==> src/rtl/mult4b_seq_ctrl.sv <==
// ---------------------------------------------------------------------------
// mult4b_seq_ctrl.sv
//
// Sequential unsigned 4x4 multiplier controller. It forms an 8-bit product
// by shift-and-add and performs one addition per clock through a single
// adder4b instance, so that adder is shared across all four iterations.
//
// Modules in this file:
//   adder4b          - 4-bit unsigned adder, 5-bit sum with the carry as MSB
//   mult4b_seq_ctrl  - start/done sequenced multiplier (top)
// ---------------------------------------------------------------------------

// ---------------------------------------------------------------------------
// adder4b
//
// Purely combinational 4-bit adder. The carry is kept as the fifth bit so
// the caller never loses the overflow.
//
// Ports:
//   A  input  [3:0]  addend
//   B  input  [3:0]  addend
//   S  output [4:0]  {carry, sum}
// ---------------------------------------------------------------------------
module adder4b (
    input  logic [3:0] A,
    input  logic [3:0] B,
    output logic [4:0] S
);

    logic [4:0] carry;

    // Explicit ripple chain so the carry-out is visible bit by bit.
    always_comb begin
        carry[0] = 1'b0;
        S        = 5'd0;
        for (int i = 0; i < 4; i++) begin
            S[i]       = A[i] ^ B[i] ^ carry[i];
            carry[i+1] = (A[i] & B[i]) | (A[i] & carry[i]) | (B[i] & carry[i]);
        end
        S[4] = carry[4];
    end

endmodule

// ---------------------------------------------------------------------------
// mult4b_seq_ctrl
//
// State table:
//   state   | meaning
//   --------+------------------------------------------------------------
//   ST_IDLE | waiting for start; A and B are captured on the accepting edge
//   ST_CALC | one shift-and-add iteration per edge, four iterations total
//   ST_DONE | done pulse for one cycle, P valid; returns to ST_IDLE
//
// Ports:
//   clock    input         system clock, rising edge active
//   reset_n  input         asynchronous reset, active-low
//   start    input         multiply request, only looked at in ST_IDLE
//   A        input  [3:0]  multiplicand
//   B        input  [3:0]  multiplier
//   busy     output        high while in ST_CALC (registered)
//   done     output        one-cycle completion pulse (registered)
//   P        output [7:0]  product; updated only on entry to ST_DONE
// ---------------------------------------------------------------------------
module mult4b_seq_ctrl (
    input  logic       clock,
    input  logic       reset_n,
    input  logic       start,
    input  logic [3:0] A,
    input  logic [3:0] B,
    output logic       busy,
    output logic       done,
    output logic [7:0] P
);

    typedef enum logic [1:0] {
        ST_IDLE = 2'd0,
        ST_CALC = 2'd1,
        ST_DONE = 2'd2
    } state_t;

    state_t     state;

    logic [3:0] m;      // latched multiplicand
    logic [3:0] h;      // high accumulator
    logic [3:0] q;      // multiplier, shifted out as the low product fills in
    logic [1:0] cnt;    // iteration counter

    logic [4:0] sum;    // {carry, h + m} from the shared adder
    logic [4:0] acc;    // {carry, h'} for the current iteration

    adder4b u_adder (
        .A (h),
        .B (m),
        .S (sum)
    );

    // Only add the multiplicand when the current multiplier bit is set;
    // otherwise the accumulator passes through with a zero carry.
    always_comb begin
        acc = {1'b0, h};
        if (q[0]) begin
            acc = sum;
        end
    end

    always_ff @(posedge clock or negedge reset_n) begin
        if (!reset_n) begin
            state <= ST_IDLE;
            busy  <= 1'b0;
            done  <= 1'b0;
            P     <= 8'h00;
            m     <= 4'h0;
            h     <= 4'h0;
            q     <= 4'h0;
            cnt   <= 2'd0;
        end else begin
            case (state)
                ST_IDLE: begin
                    done <= 1'b0;
                    if (start) begin
                        m     <= A;
                        q     <= B;
                        h     <= 4'h0;
                        cnt   <= 2'd0;
                        busy  <= 1'b1;
                        state <= ST_CALC;
                    end
                end

                ST_CALC: begin
                    // {h, q} <= {c, h', q[3:1]}: the 9-bit value shifted right
                    // by one, dropping the consumed multiplier bit.
                    h   <= acc[4:1];
                    q   <= {acc[0], q[3:1]};
                    cnt <= cnt + 2'd1;
                    if (cnt == 2'd3) begin
                        // Last iteration: capture the freshly shifted pair so
                        // P is valid in the same cycle done goes high.
                        P     <= {acc, q[3:1]};
                        busy  <= 1'b0;
                        done  <= 1'b1;
                        state <= ST_DONE;
                    end
                end

                ST_DONE: begin
                    // start is deliberately ignored here; a held start is
                    // re-accepted once back in ST_IDLE.
                    done  <= 1'b0;
                    state <= ST_IDLE;
                end

                default: begin
                    busy  <= 1'b0;
                    done  <= 1'b0;
                    state <= ST_IDLE;
                end
            endcase
        end
    end

endmodule

==> config.mk <==
export PLATFORM = sky130hd
export DESIGN_NAME = mult4b_seq_ctrl
export DESIGN_NICKNAME = d
export VERILOG_FILES = /design/src/rtl/mult4b_seq_ctrl.sv
export SDC_FILE = /design/constraint.sdc
export NUM_CORES = 1
export LEC_CHECK = 0
export CAP_MARGIN = 20
export CORE_UTILIZATION = 54
export CTS_CLUSTER_DIAMETER = 150
export CTS_CLUSTER_SIZE = 24
export DETAILED_ROUTE_END_ITERATION = 8
export PLACE_DENSITY = 0.88
export SYNTH_ARGS = -nofsm -noshare
export SYNTH_HDL_FRONTEND = slang
export SYNTH_SLANG_ARGS = --single-unit
export TNS_END_PERCENT = 20
==> constraint.sdc <==
create_clock -name clock -period 4.9 [get_ports clock]
set_clock_uncertainty 0.15 [all_clocks]
set_input_delay 1.225 -clock clock [delete_from_list [all_inputs] [get_ports clock]]
set_output_delay 1.225 -clock clock [all_outputs]
set_load 0.03 [all_outputs]
==> summary.txt <==
Setup path
  • Worst reg2reg setup slack: 2510 ps
  • CP Max Fanout: 2
  • Worst r2r src: h[0]$_DFFE_PN0P_
  • Critical path type: reg2out
  • Slowest-stage cell, CP: clkdlybuf4s50_1
  • CP Data Required Time: about 3500 ps
  • CP startpoint kind: flip-flop
  • Crit path largest cell delay: about 680 ps
  • Top cell family by delay on the critical path: buffers and inverters
  • Critical Path, Cell by Cell: clkdlybuf4s50_1
  • Buf/Inv on CP: 1
  • Critical Path Sink Type: primary output
  • Launch point of the worst path: P[7]$_DFFE_PN0P_
  • Critical Path AT: 1370 ps

Floorplanning
  • DIE AREA: roughly 0.0024 mm2
  • Core area: approximately 0.0020 mm2
  • Die height: 48.55 um
  • Die width: 48.55 um
  • Initial Utilization: 0.5844
  • # rows: 16
  • Top Ports: 21

Global route
  • Overflow after GRT: 0
  • Initial antenna violation count: 0
  • Total GRT Usage: 0.1982
  • First-pass GRT wire length: between 3000 and 4000 um
  • Largest net degree at the start of global routing: 27
  • Vias in the first global route: 810

Synthesis
  • Synth top cells by count: 26 x dfrtp_1, 13 x nand2_1, 10 x o21ai_1
  • Async SR Flop Fraction: 1.000
  • Area share of the leading cell type in the synthesized netlist: 0.5561
  • Seq cells post-synth: 26
  • Post-Syn Nets: roughly 120
  • Sequential area share after synthesis: 0.5561
  • Synth area leader: dfrtp_1
  • Post-synth EDFFs: 0
  • Synthesized area per cell: between 10 and 15 um2
  • Synth top area cells: dfrtp_1 56%, mux2_1 6.7%, fa_1 5.1%
  • Post-synth top flop: dfrtp_1
  • Synthesized instance count: between 90 and 100
  • Cell area after synthesis: 0.001170 mm2
  • Synth cell types: 23
  • Synthesis Warnings: 0
  • Most frequent cell after synthesis: dfrtp_1

Drt
  • Vias per cell: 5.565
  • Drt pass-1 iters: 4
  • Antenna Nets Post-Route: 0
  • Routed WL: a little over 2000 um
  • Vias: 818
  • DRC viols: 0
  • DR iter-0 viols: 12
  • Wire per inst: approximately 14 um

Clock network
  • Root buf cell: clkbuf_4
  • Clk_lat worst skew: 310 ps
  • # resized after CTS: 0
  • Max H-tree Level: 1
  • CTS max path bufs: 2
  • CTS tree: done
  • Clock Sinks: 26
  • Hold_buf cts: 0
  • TritonCTS buffer count: 3
  • Clk pin slew, worst setup/hold paths: about 130 ps
  • Post-CTS Setup Bufs: 0

STA
  • RSZ-0062 raised after global routing: false
  • Peak Freq: 364.6 MHz
  • Fin. Hold Viols: 0
  • Fin. max-slew vios: 0
  • Slew at the pin closest to its max-slew limit: around 500 ps
  • Min Tclk post-route: around 2700 ps
  • TNS Setup: 0 ps
  • Final worst slack: roughly 2200 ps
  • Slew HR: 0.6602
  • Crit share post-route: 0.5597
  • Setup violations, final: 0

Cells and area
  • Cell Count, Final, Fillers Out: about 150
  • Multi-input logic area: slightly below 500 um2
  • Diode count: 0
  • Area grow syn2layout: 23.53%
  • Fin nets: 137
  • Share of post-route cells with drive strength above 1: 0.08333
  • Fillers: roughly 150
  • Sequential Area: 650.6 um2

Place
  • IO Port Bufs: 20
  • Worst slack, placed: approximately 2100 ps
  • Placed instance count: between 100 and 150
  • Post-DP HPWL: 1548 um
  • Gpl congestion: between 0.7 and 0.8

Outcome
  • Status: complete, no violations

Run
  • Max cap viols: 0

Pwr
  • Lkg Pwr: about 0.64 nW
  • Power Total: between 0.9 and 1 mW
  • Power density over cell area: 660.4 mW/mm2
  • Worst vdd ir: 451.0 uV

Worst hold path
  • Hold Startpoint: busy$_DFFE_PN0P_
  • Min-Delay Path Class: reg2reg
path summary, 6_finish.rpt:
path / end / depth (start not counted)
setup / recovery: P[7] / 1
hold / removal: busy$_DFFE_PN0P_ / 2
setup reg to reg: h[2]$_DFFE_PN0P_ / 6
hold reg to reg: busy$_DFFE_PN0P_ / 2
max in group asynchronous: h[2]$_DFFE_PN0P_ / 2
min in group asynchronous: q[2]$_DFFE_PN0P_ / 1
per-stage QoR:
stage / util / hold WS (ps) / cell area [um2]
floorplan: - / 303.6 / 1170
global placement: 0.6900 / 315.8 / 1381
detailed placement: 0.6900 / 323.9 / 1381
CTS: 0.7081 / 352.7 / 1418
global route: 0.7219 / 378.1 / 1445
finish: 0.7219 / 351.2 / 1445
state kept, by name (all words and copies together), names as in the netlist:
name / cells
done: 1
busy: 1
P: 8
h: 4
cnt: 2
m: 4
state: 2
q: 4
where the power goes:
part	total, mW	internal (mW)	leakage (nW)	switching, mW
Sequential	0.405	0.313	0.316	0.0913
Clock	0.104	0.0454	0.0210	0.0586
Combinational	0.446	0.202	0.308	0.244
Total	0.954	0.561	0.645	0.393
metal layers:
| metal | GRT usage | wire (um) |
|---|---|---|
| met5 | 0 | 0 |
| met4 | 0.1029 | 18 |
| met3 | 0.01887 | 27 |
| met2 | 0.3357 | 1055 |
| met1 | 0.2543 | 957 |
kinds of logic (layout without fill, tap and decap cells):
logic type               count (synthesis)  in the layout  share of synthesized area
multiplexers                            11             11                     0.1016
flip-flops                              26             26                     0.5561
buffers and inverters                    7             28                    0.02887
adder cells (fa/ha/maj)                  5              5                    0.07273
AND/OR/NAND/NOR                         25             25                     0.1177
AO/OA/AOI/OAI                           25             25                     0.1230
final cells by class:
cell class | instances | share of cell area
clock buffer | 4 | 0.02511
inverter | 3 | 0.007792
sequential | 26 | 0.4502
timing repair buffer | 21 | 0.1576
tap | 27 | 0.02338
multi-input combinational | 66 | 0.3359
cells in the final DEF, fill, tap and decap left out, drive strengths merged:
cell type,n
nand2,13
buf,1
a22o,1
dfrtp,26
nor2,6
nand3b,1
mux2i,4
mux2,7
o22ai,7
fa,3
a21oi,4
o21ai,11
clkbuf,4
inv,3
nor2b,3
nand2b,2
clkdlybuf4s50,20
o21bai,1
ha,2
a221oi,1
No activity file was read; power rests on OpenSTA's default activity.
